--- src/rtl/sa_agent_pkg.sv ---
// Shared register map, CTRL/STATUS bit positions and small helpers for the
// systolic-array Avalon agent.
package sa_agent_pkg;

  typedef enum logic [2:0] {
    REG_CTRL     = 3'd0,
    REG_STATUS   = 3'd1,
    REG_OP_FIFO  = 3'd2,
    REG_RES_FIFO = 3'd3,
    REG_DIM      = 3'd4,
    REG_SCRATCH  = 3'd5
  } sa_reg_e;

  localparam int CTRL_START   = 0;
  localparam int CTRL_IRQ_EN  = 1;
  localparam int CTRL_FLUSH   = 2;

  localparam int STAT_BUSY        = 0;
  localparam int STAT_OP_FULL     = 1;
  localparam int STAT_RES_EMPTY   = 2;
  localparam int STAT_DONE        = 3;
  localparam int STAT_UNDERFLOW   = 4;
  localparam int STAT_OP_CNT_LSB  = 8;
  localparam int STAT_RES_CNT_LSB = 16;

  localparam logic [31:0] UNDERFLOW_RDATA = 32'h0000_0000;

  // A 256-deep FIFO can hold 256 entries; the 8-bit count field saturates.
  function automatic logic [7:0] cnt8(input logic [31:0] cnt);
    return (cnt > 32'd255) ? 8'hFF : cnt[7:0];
  endfunction

endpackage

--- src/rtl/sa_sync_fifo.sv ---
// Single-clock FIFO with occupancy count and synchronous clear; the caller
// decides how clear interacts with push/pop.
module sa_sync_fifo #(
  parameter int W     = 32,
  parameter int DEPTH = 16
) (
  input  logic                     clk,
  input  logic                     reset,
  input  logic                     clr,
  input  logic                     push,
  input  logic                     pop,
  input  logic [W-1:0]             wdata,
  output logic [W-1:0]             rdata,
  output logic [$clog2(DEPTH):0]   count,
  output logic                     full,
  output logic                     empty
);

  localparam int AW = $clog2(DEPTH);

  logic [W-1:0] mem [DEPTH];
  logic [AW:0]  wptr;
  logic [AW:0]  rptr;
  logic         do_push;
  logic         do_pop;

  assign count = wptr - rptr;
  assign full  = (count == (AW+1)'(DEPTH));
  assign empty = (count == '0);
  assign rdata = mem[rptr[AW-1:0]];

  // Push on full is fine when a pop frees the slot; pop on empty only with a
  // concurrent push, so the count stays put in both corner cases.
  assign do_push = push & (~full | pop);
  assign do_pop  = pop & (~empty | push);

  always_ff @(posedge clk or posedge reset) begin
    if (reset) begin
      wptr <= '0;
      rptr <= '0;
    end else if (clr) begin
      wptr <= '0;
      rptr <= '0;
    end else begin
      if (do_push) wptr <= wptr + (AW+1)'(1);
      if (do_pop)  rptr <= rptr + (AW+1)'(1);
    end
  end

  always_ff @(posedge clk) begin
    if (do_push) mem[wptr[AW-1:0]] <= wdata;
  end

endmodule

--- src/rtl/sa_avalon_agent.sv ---
// Avalon-MM agent bridging a host to a systolic array: CTRL/STATUS registers,
// operand and result FIFOs. Define SA_AGENT_IRQ_EN to build the interrupt.
module sa_avalon_agent
  import sa_agent_pkg::*;
#(
  parameter int DATA_W     = 32,
  parameter int FIFO_DEPTH = 16
) (
  input  logic                  clk,
  input  logic                  reset,
  input  logic [2:0]            avs_address,
  input  logic                  avs_read,
  input  logic                  avs_write,
  input  logic [DATA_W-1:0]     avs_writedata,
  input  logic [DATA_W/8-1:0]   avs_byteenable,
  output logic [DATA_W-1:0]     avs_readdata,
  output logic                  avs_readdatavalid,
  output logic                  avs_waitrequest,
  output logic [DATA_W-1:0]     op_data,
  output logic                  op_valid,
  input  logic                  op_ready,
  input  logic [DATA_W-1:0]     res_data,
  input  logic                  res_valid,
  output logic                  res_ready,
  output logic                  sa_start,
  input  logic                  sa_busy,
  output logic                  irq
);

  localparam int CW = $clog2(FIFO_DEPTH) + 1;

  logic [CW-1:0]     op_count;
  logic [CW-1:0]     res_count;
  logic              op_full;
  logic              op_empty;
  logic              res_full;
  logic              res_empty;
  logic [DATA_W-1:0] res_rdata;

  logic              op_xfer;
  logic              op_push;
  logic              op_pop;
  logic              res_push;
  logic              res_pop;
  logic              wr_acc;
  logic              ctrl_wr;
  logic              status_wr;
  logic              flush;
  logic              res_rd;
  logic              underflow_set;
  logic              done_set;
  logic [DATA_W-1:0] rd_mux;

  logic              busy_q;
  logic              done_q;
  logic              underflow_q;
  logic              ctrl_irq_en;
  logic [7:0]        dim_q;
  logic [DATA_W-1:0] scratch_q;

  assign op_valid  = ~op_empty;
  assign res_ready = ~res_full;

  // A stalled OP_FIFO write is released in the same cycle the array drains an
  // entry, so the push and pop land together.
  always_comb begin
    op_xfer         = op_valid & op_ready;
    avs_waitrequest = avs_write && (avs_address == REG_OP_FIFO) && op_full && !op_xfer;
    wr_acc          = avs_write & ~avs_waitrequest;
    ctrl_wr         = wr_acc && (avs_address == REG_CTRL) && avs_byteenable[0];
    status_wr       = wr_acc && (avs_address == REG_STATUS) && avs_byteenable[0];
    flush           = ctrl_wr & avs_writedata[CTRL_FLUSH];
    op_push         = wr_acc && (avs_address == REG_OP_FIFO) && !flush;
    op_pop          = op_xfer & ~flush;
    res_push        = res_valid & res_ready & ~flush;
    res_rd          = avs_read && (avs_address == REG_RES_FIFO);
    res_pop         = res_rd & ~res_empty & ~flush;
    underflow_set   = res_rd & res_empty;
    done_set        = busy_q & ~sa_busy;
  end

  sa_sync_fifo #(.W(DATA_W), .DEPTH(FIFO_DEPTH)) u_op_fifo (
    .clk   (clk),
    .reset (reset),
    .clr   (flush),
    .push  (op_push),
    .pop   (op_pop),
    .wdata (avs_writedata),
    .rdata (op_data),
    .count (op_count),
    .full  (op_full),
    .empty (op_empty)
  );

  sa_sync_fifo #(.W(DATA_W), .DEPTH(FIFO_DEPTH)) u_res_fifo (
    .clk   (clk),
    .reset (reset),
    .clr   (flush),
    .push  (res_push),
    .pop   (res_pop),
    .wdata (res_data),
    .rdata (res_rdata),
    .count (res_count),
    .full  (res_full),
    .empty (res_empty)
  );

  always_comb begin
    rd_mux = '0;
    case (avs_address)
      REG_CTRL:     rd_mux[CTRL_IRQ_EN] = ctrl_irq_en;
      REG_STATUS: begin
        rd_mux[STAT_BUSY]                  = sa_busy;
        rd_mux[STAT_OP_FULL]               = op_full;
        rd_mux[STAT_RES_EMPTY]             = res_empty;
        rd_mux[STAT_DONE]                  = done_q;
        rd_mux[STAT_UNDERFLOW]             = underflow_q;
        rd_mux[STAT_OP_CNT_LSB +: 8]       = cnt8(32'(op_count));
        rd_mux[STAT_RES_CNT_LSB +: 8]      = cnt8(32'(res_count));
      end
      REG_RES_FIFO: rd_mux = res_empty ? DATA_W'(UNDERFLOW_RDATA) : res_rdata;
      REG_DIM:      rd_mux[7:0] = dim_q;
      REG_SCRATCH:  rd_mux = scratch_q;
      default:      rd_mux = '0;
    endcase
  end

  always_ff @(posedge clk or posedge reset) begin
    if (reset) begin
      avs_readdatavalid <= 1'b0;
      avs_readdata      <= '0;
      sa_start          <= 1'b0;
      busy_q            <= 1'b0;
      done_q            <= 1'b0;
      underflow_q       <= 1'b0;
      dim_q             <= '0;
      scratch_q         <= '0;
    end else begin
      avs_readdatavalid <= avs_read;
      avs_readdata      <= avs_read ? rd_mux : '0;
      sa_start          <= ctrl_wr & avs_writedata[CTRL_START];
      busy_q            <= sa_busy;
      // Set beats a coincident write-one-to-clear.
      done_q            <= done_set | (done_q & ~(status_wr & avs_writedata[STAT_DONE]));
      underflow_q       <= underflow_set |
                           (underflow_q & ~(status_wr & avs_writedata[STAT_UNDERFLOW]));
      if (wr_acc && (avs_address == REG_DIM) && avs_byteenable[0])
        dim_q <= avs_writedata[7:0];
      if (wr_acc && (avs_address == REG_SCRATCH)) begin
        for (int b = 0; b < DATA_W/8; b++) begin
          if (avs_byteenable[b]) scratch_q[b*8 +: 8] <= avs_writedata[b*8 +: 8];
        end
      end
    end
  end

`ifdef SA_AGENT_IRQ_EN
  always_ff @(posedge clk or posedge reset) begin
    if (reset) begin
      ctrl_irq_en <= 1'b0;
      irq         <= 1'b0;
    end else begin
      if (ctrl_wr) ctrl_irq_en <= avs_writedata[CTRL_IRQ_EN];
      irq <= ctrl_irq_en & done_q;
    end
  end
`else
  assign ctrl_irq_en = 1'b0;
  assign irq         = 1'b0;
`endif

endmodule

--- config.mk ---
export PLATFORM = sky130hd
export DESIGN_NAME = sa_avalon_agent
export DESIGN_NICKNAME = d
export VERILOG_FILES = /design/src/rtl/sa_agent_pkg.sv /design/src/rtl/sa_sync_fifo.sv /design/src/rtl/sa_avalon_agent.sv
export SDC_FILE = /design/constraint.sdc
export NUM_CORES = 1
export LEC_CHECK = 0
export ABC_AREA = 1
export CELL_PAD_IN_SITES_DETAIL_PLACEMENT = 0
export CELL_PAD_IN_SITES_GLOBAL_PLACEMENT = 1
export CORE_MARGIN = 2
export CORE_UTILIZATION = 30
export DETAILED_ROUTE_END_ITERATION = 6
export PLACE_DENSITY = 0.48
export SETUP_SLACK_MARGIN = 0.4
export SYNTH_ARGS = -nofsm -noshare
export SYNTH_HDL_FRONTEND = slang
export SYNTH_SLANG_ARGS = --single-unit
--- constraint.sdc ---
create_clock -name clk -period 13.7 [get_ports clk]
set_input_delay 2.055 -clock clk [delete_from_list [all_inputs] [get_ports clk]]
set_output_delay 2.055 -clock clk [all_outputs]
set_load 0.02 [all_outputs]
# After elaboration in Yosys (flattened, before gate mapping)
# Memories as Yosys holds them, arrays and structs flattened.
# Index checks and enable logic that the tools add are counted.
# totals
memories,2
ramBits,1024
latchBits,0
wordCells,110
romBits,0
in_bits,78
register_bits,97
# memory_table
memory,depth,width,read_ports,rd_ports_with_merged_regs,wr,line_no,source
u_op_fifo.mem,16,32,1,0,1,sa_sync_fifo.sv:21,logic [W-1:0] mem [DEPTH];
u_res_fifo.mem,16,32,1,0,1,sa_sync_fifo.sv:21,
# op_classes
n_shift,0
bitwise,34
muxes,20
n_addsub,6
n_eq_ne,7
order_cmp,0
reduce_logical,26
mul,0
div,0
# op_table
cell,n
two-way mux 32 bit,2
one-hot mux 16 bit (3 select lines),1
two-way mux 5 bit,8
"adder 5 x 1 -> 5 bit, second input constant",4
AND 1 bit,19
one-hot mux 8 bit (2 select lines),1
logical AND 1 bit,13
one-hot mux 3 bit (4 select lines),1
"equality test 5 bit, second input constant",2
zero test 5 bit,2
subtractor 5 bit,2
NOT 1 bit,9
one-hot mux 3 bit (3 select lines),1
one-hot mux 1 bit (4 select lines),2
AND reduction 2 bit,4
nonzero test 2 bit,4
"equality test 3 x 2 -> 1 bit, second input constant",2
"equality test 3 bit, second input constant",2
bitwise OR 1 bit,6
two-way mux 1 bit,4
"equality test 3 x 1 -> 1 bit, second input constant",1
zero test 3 bit,1
zero test 1 bit,2

# Longest topological paths before layout
# depth
depth_word,17
depth_mapped,15

# By module
# Synthesis repeated with hierarchy kept, for this count alone.
# hier_totals
hier_cells,3598
area_unflattened_um2,45418.6
# modules_own_cells
mod,cells_each,area_per_inst_um2,seq_area_each_um2,n_inst
sa_sync_fifo at u_op_fifo,1582,20963.9,15625.0,1
sa_sync_fifo at u_res_fifo,1581,20946.3,15625.0,1
sa_avalon_agent,435,3508.4,1926.8,1

# Least setup slack after synthesis
# OpenSTA, ideal clock, no wires.
# synth_path
kind,in2reg
from,input avs_address[1]
to,"memory u_op_fifo.mem[10][0], enable pin"
n_path_buf,1
t_arrival_ps,5129
path_stages,10
setup_slack_ps,8110
path_cell_list,inv_1 -> nor3_4 -> nand2_1 -> nor2_1 -> nand4_1 -> inv_2 -> nor2_4 -> nand2_1 -> buf_2 -> nor3_1
# synth_between
elab_chain_len,15
elab_cells_between_ends,19
# synth_rtl
element,line_no,source
start: declaration,sa_avalon_agent.sv:11,"input logic [2:0] avs_address,"
equality test 3 x 2 -> 1 bit *,sa_avalon_agent.sv:68,avs_waitrequest = avs_write && (avs_address == REG_OP_FIFO) && op_full && !op_xfer;
logical AND 1 bit * (3 in series),sa_avalon_agent.sv:68,
net avs_waitrequest,sa_avalon_agent.sv:18,"output logic avs_waitrequest,"
NOT 1 bit *,sa_avalon_agent.sv:69,wr_acc = avs_write & ~avs_waitrequest;
AND 1 bit *,sa_avalon_agent.sv:69,
logical AND 1 bit (2 in series),sa_avalon_agent.sv:70,ctrl_wr = wr_acc && (avs_address == REG_CTRL) && avs_byteenable[0];
AND 1 bit,sa_avalon_agent.sv:72,flush = ctrl_wr & avs_writedata[CTRL_FLUSH];
NOT 1 bit,sa_avalon_agent.sv:74,op_pop = op_xfer & ~flush;
AND 1 bit,sa_avalon_agent.sv:74,
bitwise OR 1 bit,sa_sync_fifo.sv:34,assign do_push = push & (~full | pop);
AND 1 bit *,sa_sync_fifo.sv:34,
two-way mux 1 bit *,sa_sync_fifo.sv:51,if (do_push) mem[wptr[AW-1:0]] <= wdata;
two-way mux 1 bit (not written as such) *,sa_sync_fifo.sv:51,
end: declaration,sa_sync_fifo.sv:21,
# Mark *: on every way through the listed nets, which the timed path passes. The rest lies on a longest branch.

# Final worst setup path
# layout_path
from,register u_op_fifo.rptr[1]
to,output op_data[26]
# layout_between
elab_chain_len,1
# layout_rtl
element,line_no,source
start: declaration,sa_sync_fifo.sv:23,logic [AW:0] rptr;
start signal: assignment,sa_sync_fifo.sv:46,if (do_pop) rptr <= rptr + (AW+1)'(1);
memory read (16 x 32 bit),--,
end: declaration,sa_avalon_agent.sv:19,"output logic [DATA_W-1:0] op_data,"
# No other way between the ends.

==> flow_metrics.py <==
metrics = {
    "synthesis": {
        "synth_common_cells": "edfxtp_1, nand2_1, nand3_1, o21ai_0, nor2_1",
        "synthMuxAreaShare_pct": 0.0224,
        "synth_edf_count": 1024,
        "synthSimpleGateAreaFrac_pct": 16.3,
        "synthesis.area_mm2": 0.0447,
        "synth.area.top_cells": "edfxtp_1, nand2_1, nand3_1",
        "ys_async_sr_fraction_pct": 8.65,
        "yosys.area.top_type_share_pct": 68.8,
        "yosysSeqAreaShare_pct": 74.3,
        "synth.distinct_cells": 39,
        "synth_seq_cells": 1121,
        "synth_flop_cell": "edfxtp_1",
        "yosysMostFrequentCell": "edfxtp_1",
        "syn_avg_cell_area_um2": 12.5,
        "yosysWarnings": 0,
        "synth_top_family_by_area": "simple AND/OR/NAND/NOR gates",
        "synthAdderAreaFrac_pct": 0.594,
        "synth_fp_nets": 3674,
        "synth-compound-area-share_pct": 5.72,
        "syn_inst": 3576,
        "yosys.area_share.xor_xnor_pct": 0.314,
        "synth_top_cell_by_area": "edfxtp_1",
    },
    "cells_and_area": {
        "area_growth_pct": 17.7,
        "final_cell_area_mm2": 0.0526,
        "drive_gt1_share_pct": 8.53,
        "final_util_pct": 35.6,
        "nets": 3804,
    },
    "power_and_ir_drop": {
        "leakagePower_nw": 18.1,
        "p_per_area_mw_per_mm2": 200,
        "vdd_drop_max_v": 0.000124,
        "power_frac_clock_pct": 32.2,
        "p_int_mw": 6.80,
        "seqPwrFrac_pct": 39.6,
        "swShare_pct": 35.2,
        "switchingPower_mw": 3.69,
        "comb_power_share_pct": 28.1,
    },
    "placement": {
        "placed_area_mm2": 0.0484,
        "gp_congestion": 0.756,
        "dpl.hpwl_mm": 79.1,
        "numPortBuffers": 146,
    },
    "timing": {
        "rsz0062_at_grt": "no",
        "max_freq_mhz": 149,
        "report.final.slew_viol_count": 0,
        "min_period_ps": 6730,
        "clock_skew_ps": 21.3,
        "tns_ps": 0,
        "worst_slew_pin_slew_ps": 1200,
        "setup_violations": 0,
        "slew_headroom_pct": 19.8,
        "finalCritPeriodShare_pct": 49.1,
        "hold_violations": 0,
    },
    "worst_setup_path": {
        "start_kind": "flop",
        "path_class": "reg -> out",
        "cp-end-kind": "output pin",
        "cp_slowest_stage_delay_ps": 1040,
        "path_cells": "inv_2 > nand2_2 > buf_4 > a21oi_1 > a221oi_1 > o21ai_0 > nand2_1 > clkdlybuf4s50_1",
        "cp_max_fo": 37,
        "cp.arrival_ps": 4670,
        "critPathRequiredTime_ps": 11640,
        "crit_slowest_cell": "dfrtp_2",
    },
    "drt": {
        "vias": 28600,
        "drc": 0,
        "first_pass_iters": 5,
        "detail_route.wl_per_cell_um": 25.5,
        "detail_route.iter0.violations": 2337,
        "ant_nets": 0,
        "routed_via_density": 4.97,
        "drt-total-wl_mm": 146,
    },
    "clock_network": {
        "cts_buffers": 131,
        "htreeDepth": 4,
        "clock_sinks": 1121,
        "cts-root-buf": "clkbuf_16",
        "clk_latency_ps": 760,
        "cts_tree": "yes",
        "clk_pin_slew_ps": 60,
        "cts_resized": 0,
        "cts_hold_buf": 0,
        "clock_path_buffers": 3,
        "postCtsSetupBuffers": 0,
    },
    "die": {
        "die-width_um": 390,
        "pin_count": 148,
        "die_y_um": 390,
        "fp-row-count": 141,
        "coreArea_mm2": 0.148,
        "initial_core_util_pct": 30.2,
        "die-area_mm2": 0.152,
    },
    "min_path": {
        "hold_class": "reg -> reg",
    },
    "global_routing": {
        "overflow": 0,
        "grt_max_degree": 149,
        "grt_pass1_vias": 28600,
        "grt_antenna_before_repair": 10,
        "grt_use_total_pct": 19.1,
        "grt_pass1_wl_mm": 209,
    },
    "job": {
        "cap_violations": 0,
    },
    "outcome": {
        "status": "finished clean",
    },
}
==> cell families after synthesis <==
group                    Yosys count
AND/OR/NAND/NOR                 1683
buffers and inverters            292
adder cells (fa/ha/maj)           20
flip-flops                      1121
multiplexers                       1
other                              1
AO/OA/AOI/OAI                    442
XOR/XNOR                          16
==> worst max-delay path: cells and delay by family, from the launching register on <==
family	cells	cell delay, ps
buffers and inverters	3	1730
DFF	1	1040
AOI/OAI and AO/OA	3	760
and+or+nand+nor	2	320
==> area by class of cell <==
class                   instances  area [um^2]
fillers                     14500        95300
flip-flops and latches       1121        33200
multi-input cells            2163        10500
clock buffers                 175         3610
well taps                    1930         2410
repair buffers                232         2130
clock inverters                63          527
inverters                      57          234
diodes                          1         2.50
==> through the flow <==
| stage | instances | hold slack (ps) | power (mW) | setup slack (ps) |
|---|---|---|---|---|
| after floorplan | 3576 | 425 | 5.94 | 8110 |
| after global placement | 5503 | 445 | 7.24 | 7500 |
| after detailed placement | 5503 | 442 | 7.23 | 7460 |
| after CTS | 5741 | 457 | 10.6 | 6870 |
| after global routing | 5741 | 489 | 11.0 | 6690 |
| final | 5742 | 455 | 10.5 | 6970 |
==> routing by layer <==
layer / routed length, um / up-vias / track usage, %
li1: - / 13300 / -
met1: 68300 / 14500 / 26.8
met2: 68300 / 615 / 30.8
met3: 6620 / 188 / 3.31
met4: 3100 / 10 / 4.99
met5: 71 / - / 0
==> sequential cells by signal, indices dropped and copies added (netlist names) <==
name	cells
avs_readdatavalid	1
done_q	1
u_res_fifo.mem	512
scratch_q	32
u_res_fifo.wptr	5
u_op_fifo.mem	512
u_res_fifo.rptr	5
u_op_fifo.wptr	5
u_op_fifo.rptr	5
underflow_q	1
sa_start	1
busy_q	1
avs_readdata	32
dim_q	8
==> worst paths after layout <==
| path | start | to | slack [ps] | depth (start not counted) |
|---|---|---|---|---|
| max in group asynchronous | reset | u_res_fifo.rptr[0] | 10570 | 3 |
| min reg2reg | busy_q | done_q | 460 | 2 |
| max reg2reg | u_op_fifo.rptr[1] | u_op_fifo.mem[9][16] | 7860 | 14 |
| min | busy_q | done_q | 460 | 2 |
| max | u_op_fifo.rptr[1] | op_data[26] | 6970 | 8 |
| min in group asynchronous | reset | avs_readdata[3] | 1720 | 2 |
==> layout by cell type (no fill, tap or decap), types with 9 or more instances in the layout <==
cell type,n
nand2_1,871
dfrtp_1,89
nand4_1,97
clkbuf_16,136
a221oi_1,38
clkinv_1,29
a21oi_1,123
o22ai_1,41
o21ai_0,196
edfxtp_1,1024
xor2_1,9
clkdlybuf4s50_1,146
inv_1,44
nand3_1,507
nor2_1,156
o221ai_1,26
buf_4,84
nor3_2,32
clkinv_2,17
clkbuf_1,33
ha_1,18
==> power groups by stage <==
stage,registers (mW),clock network [mW],logic [mW]
2_1_floorplan,4.11,0,1.83
3_3_place_gp,4.23,0,3.01
3_5_place_dp,4.23,0,3.00
4_1_cts,4.16,3.48,3.01
5_1_grt,4.18,3.60,3.27
6_report,4.16,3.38,2.95
No activity file was read; power rests on OpenSTA's default activity.
==> variant: new RTL, same flow settings <==
`STAT_OP_CNT_LSB`: 8 -> 7.
--- a/src/rtl/sa_agent_pkg.sv
+++ b/src/rtl/sa_agent_pkg.sv
@@ -21,5 +21,5 @@
   localparam int STAT_DONE        = 3;
   localparam int STAT_UNDERFLOW   = 4;
-  localparam int STAT_OP_CNT_LSB  = 8;
+  localparam int STAT_OP_CNT_LSB  = 7;
   localparam int STAT_RES_CNT_LSB = 16;
 
Function: not settled (the Yosys comparison gave no result); the edit may change what the design does.
==> variant against the unedited design <==
Total power increased by 0.77%. Global-route usage decreased by 0.36 points. Design area increased by 0.13%. Die area about the same. Sequential share of layout area decreased by 0.081 points. Setup slack got worse by 0.69 ns. Synthesized area decreased by 0.10%. Wire length decreased by 1.9%. Utilization increased by 0.088 points. Clock power increased by 3%. Sequential cell count unchanged.
==> variant: results (changes against the unedited design) <==
.. list-table::
   :header-rows: 1

   * - Metric
     - Value
   * - Result of the run
     - complete, no violations
   * - First-pass iteration count of the detailed router
     - 7 (+2)
   * - Synth top area cells
     - edfxtp_1 69%, nand2_1 7.3%, nand3_1 5.7%
   * - Total routed wirelength
     - 144000 um (-1.9%)
   * - Int Pwr
     - 6900 uW (+1.5%)
   * - Number of global-route vias before repair
     - 27.9k (-2.2%)
   * - Count of distinct cell types in the synthesized netlist
     - 43 (+10%)
   * - Number of inserted filler cells in the final layout
     - 14.3k (-1.1%)
   * - Fraction of final layout cells sized beyond drive strength 1
     - 0.0853 (about the same)
   * - Maximum fanout along the worst path
     - 113 (+210%)
   * - Non-Filler Instances
     - 5731 (-0.19%)
   * - Critical Path Slowest Stage Cell
     - buf_4
   * - Max rail drop VDD
     - 0.000118 V (-5.0%)
   * - Signal arrival time at the worst endpoint
     - 5.36 ns (+0.69 ns)
   * - Total global routing track utilization
     - 0.188 (-0.00361)
   * - Post-DP HPWL
     - 75100 um (-5.1%)
   * - Gpl congestion
     - 0.728 (-3.7%)
   * - Footprint of the multi-input gates
     - 0.0105 mm^2 (about the same)
   * - DP Cell Count
     - 5490 (-0.24%)
   * - First-pass GRT wire length
     - 206000 um (-1.5%)
   * - First element of the critical path
     - u_op_fifo.rptr[0]
   * - Nets@finish
     - 3794 (-0.26%)
   * - Leakage dissipation
     - 0.0181 uW (about the same)
   * - Routed vias
     - 28.5k (-0.13%)
   * - Average cell area after synthesis
     - 12.5 um^2 (about the same)
   * - Headroom to the max-slew limit
     - 0.240 (+0.0420)
[variant: area by class of cell]
cell class | instances | share of cell area
multi-input combinational | 2158 | 0.199
clock buffer | 179 | 0.0697
inverter | 55 | 0.00430
timing repair buffer | 226 | 0.0394
clock inverter | 59 | 0.0114
tap | 1930 | 0.0459
antenna | 3 | 0.000143
sequential | 1121 | 0.631
[variant: worst paths after layout]
path / to / slack (ns) / cells after the start
setup / recovery: op_data[29] / 6.28 / 8
hold / removal: dim_q[5] / 0.48 / 2
setup reg to reg: u_op_fifo.mem[3][4] / 8.19 / 14
hold reg to reg: dim_q[5] / 0.48 / 2
max in group asynchronous: u_op_fifo.rptr[0] / 10.66 / 3
min in group asynchronous: avs_readdata[15] / 1.75 / 2
[variant: cells by family (layout without fill, tap and decap cells)]
| family | count (synthesis) | in the layout | share of synthesized area |
|---|---|---|---|
| xor gates and xnor gates | 16 | 16 | 0.00314 |
| DFF | 1121 | 1121 | 0.743 |
| other | 1 | 4 | 0.0000840 |
| buffers and inverters | 293 | 519 | 0.0266 |
| adders and majority gates | 20 | 20 | 0.00594 |
| muxes | 1 | 1 | 0.000224 |
| AOI/OAI and AO/OA | 436 | 436 | 0.0566 |
| and+or+nand+nor | 1684 | 1684 | 0.164 |
[variant: layer usage]
layer,global-route usage,part of all wire
met3,0.0376,0.050
met1,0.260,0.46
met2,0.301,0.47
met4,0.0483,0.020
met5,0,0.00062
[variant: power groups by stage]
stage / Clock (uW) / Combinational [uW] / Sequential (uW)
finish: 3480 / 2980 / 4110
global route: 3700 / 3300 / 4140
CTS: 3570 / 3050 / 4120
detailed placement: 0 / 3040 / 4180
global placement: 0 / 3050 / 4180
floorplan: 0 / 1830 / 4110
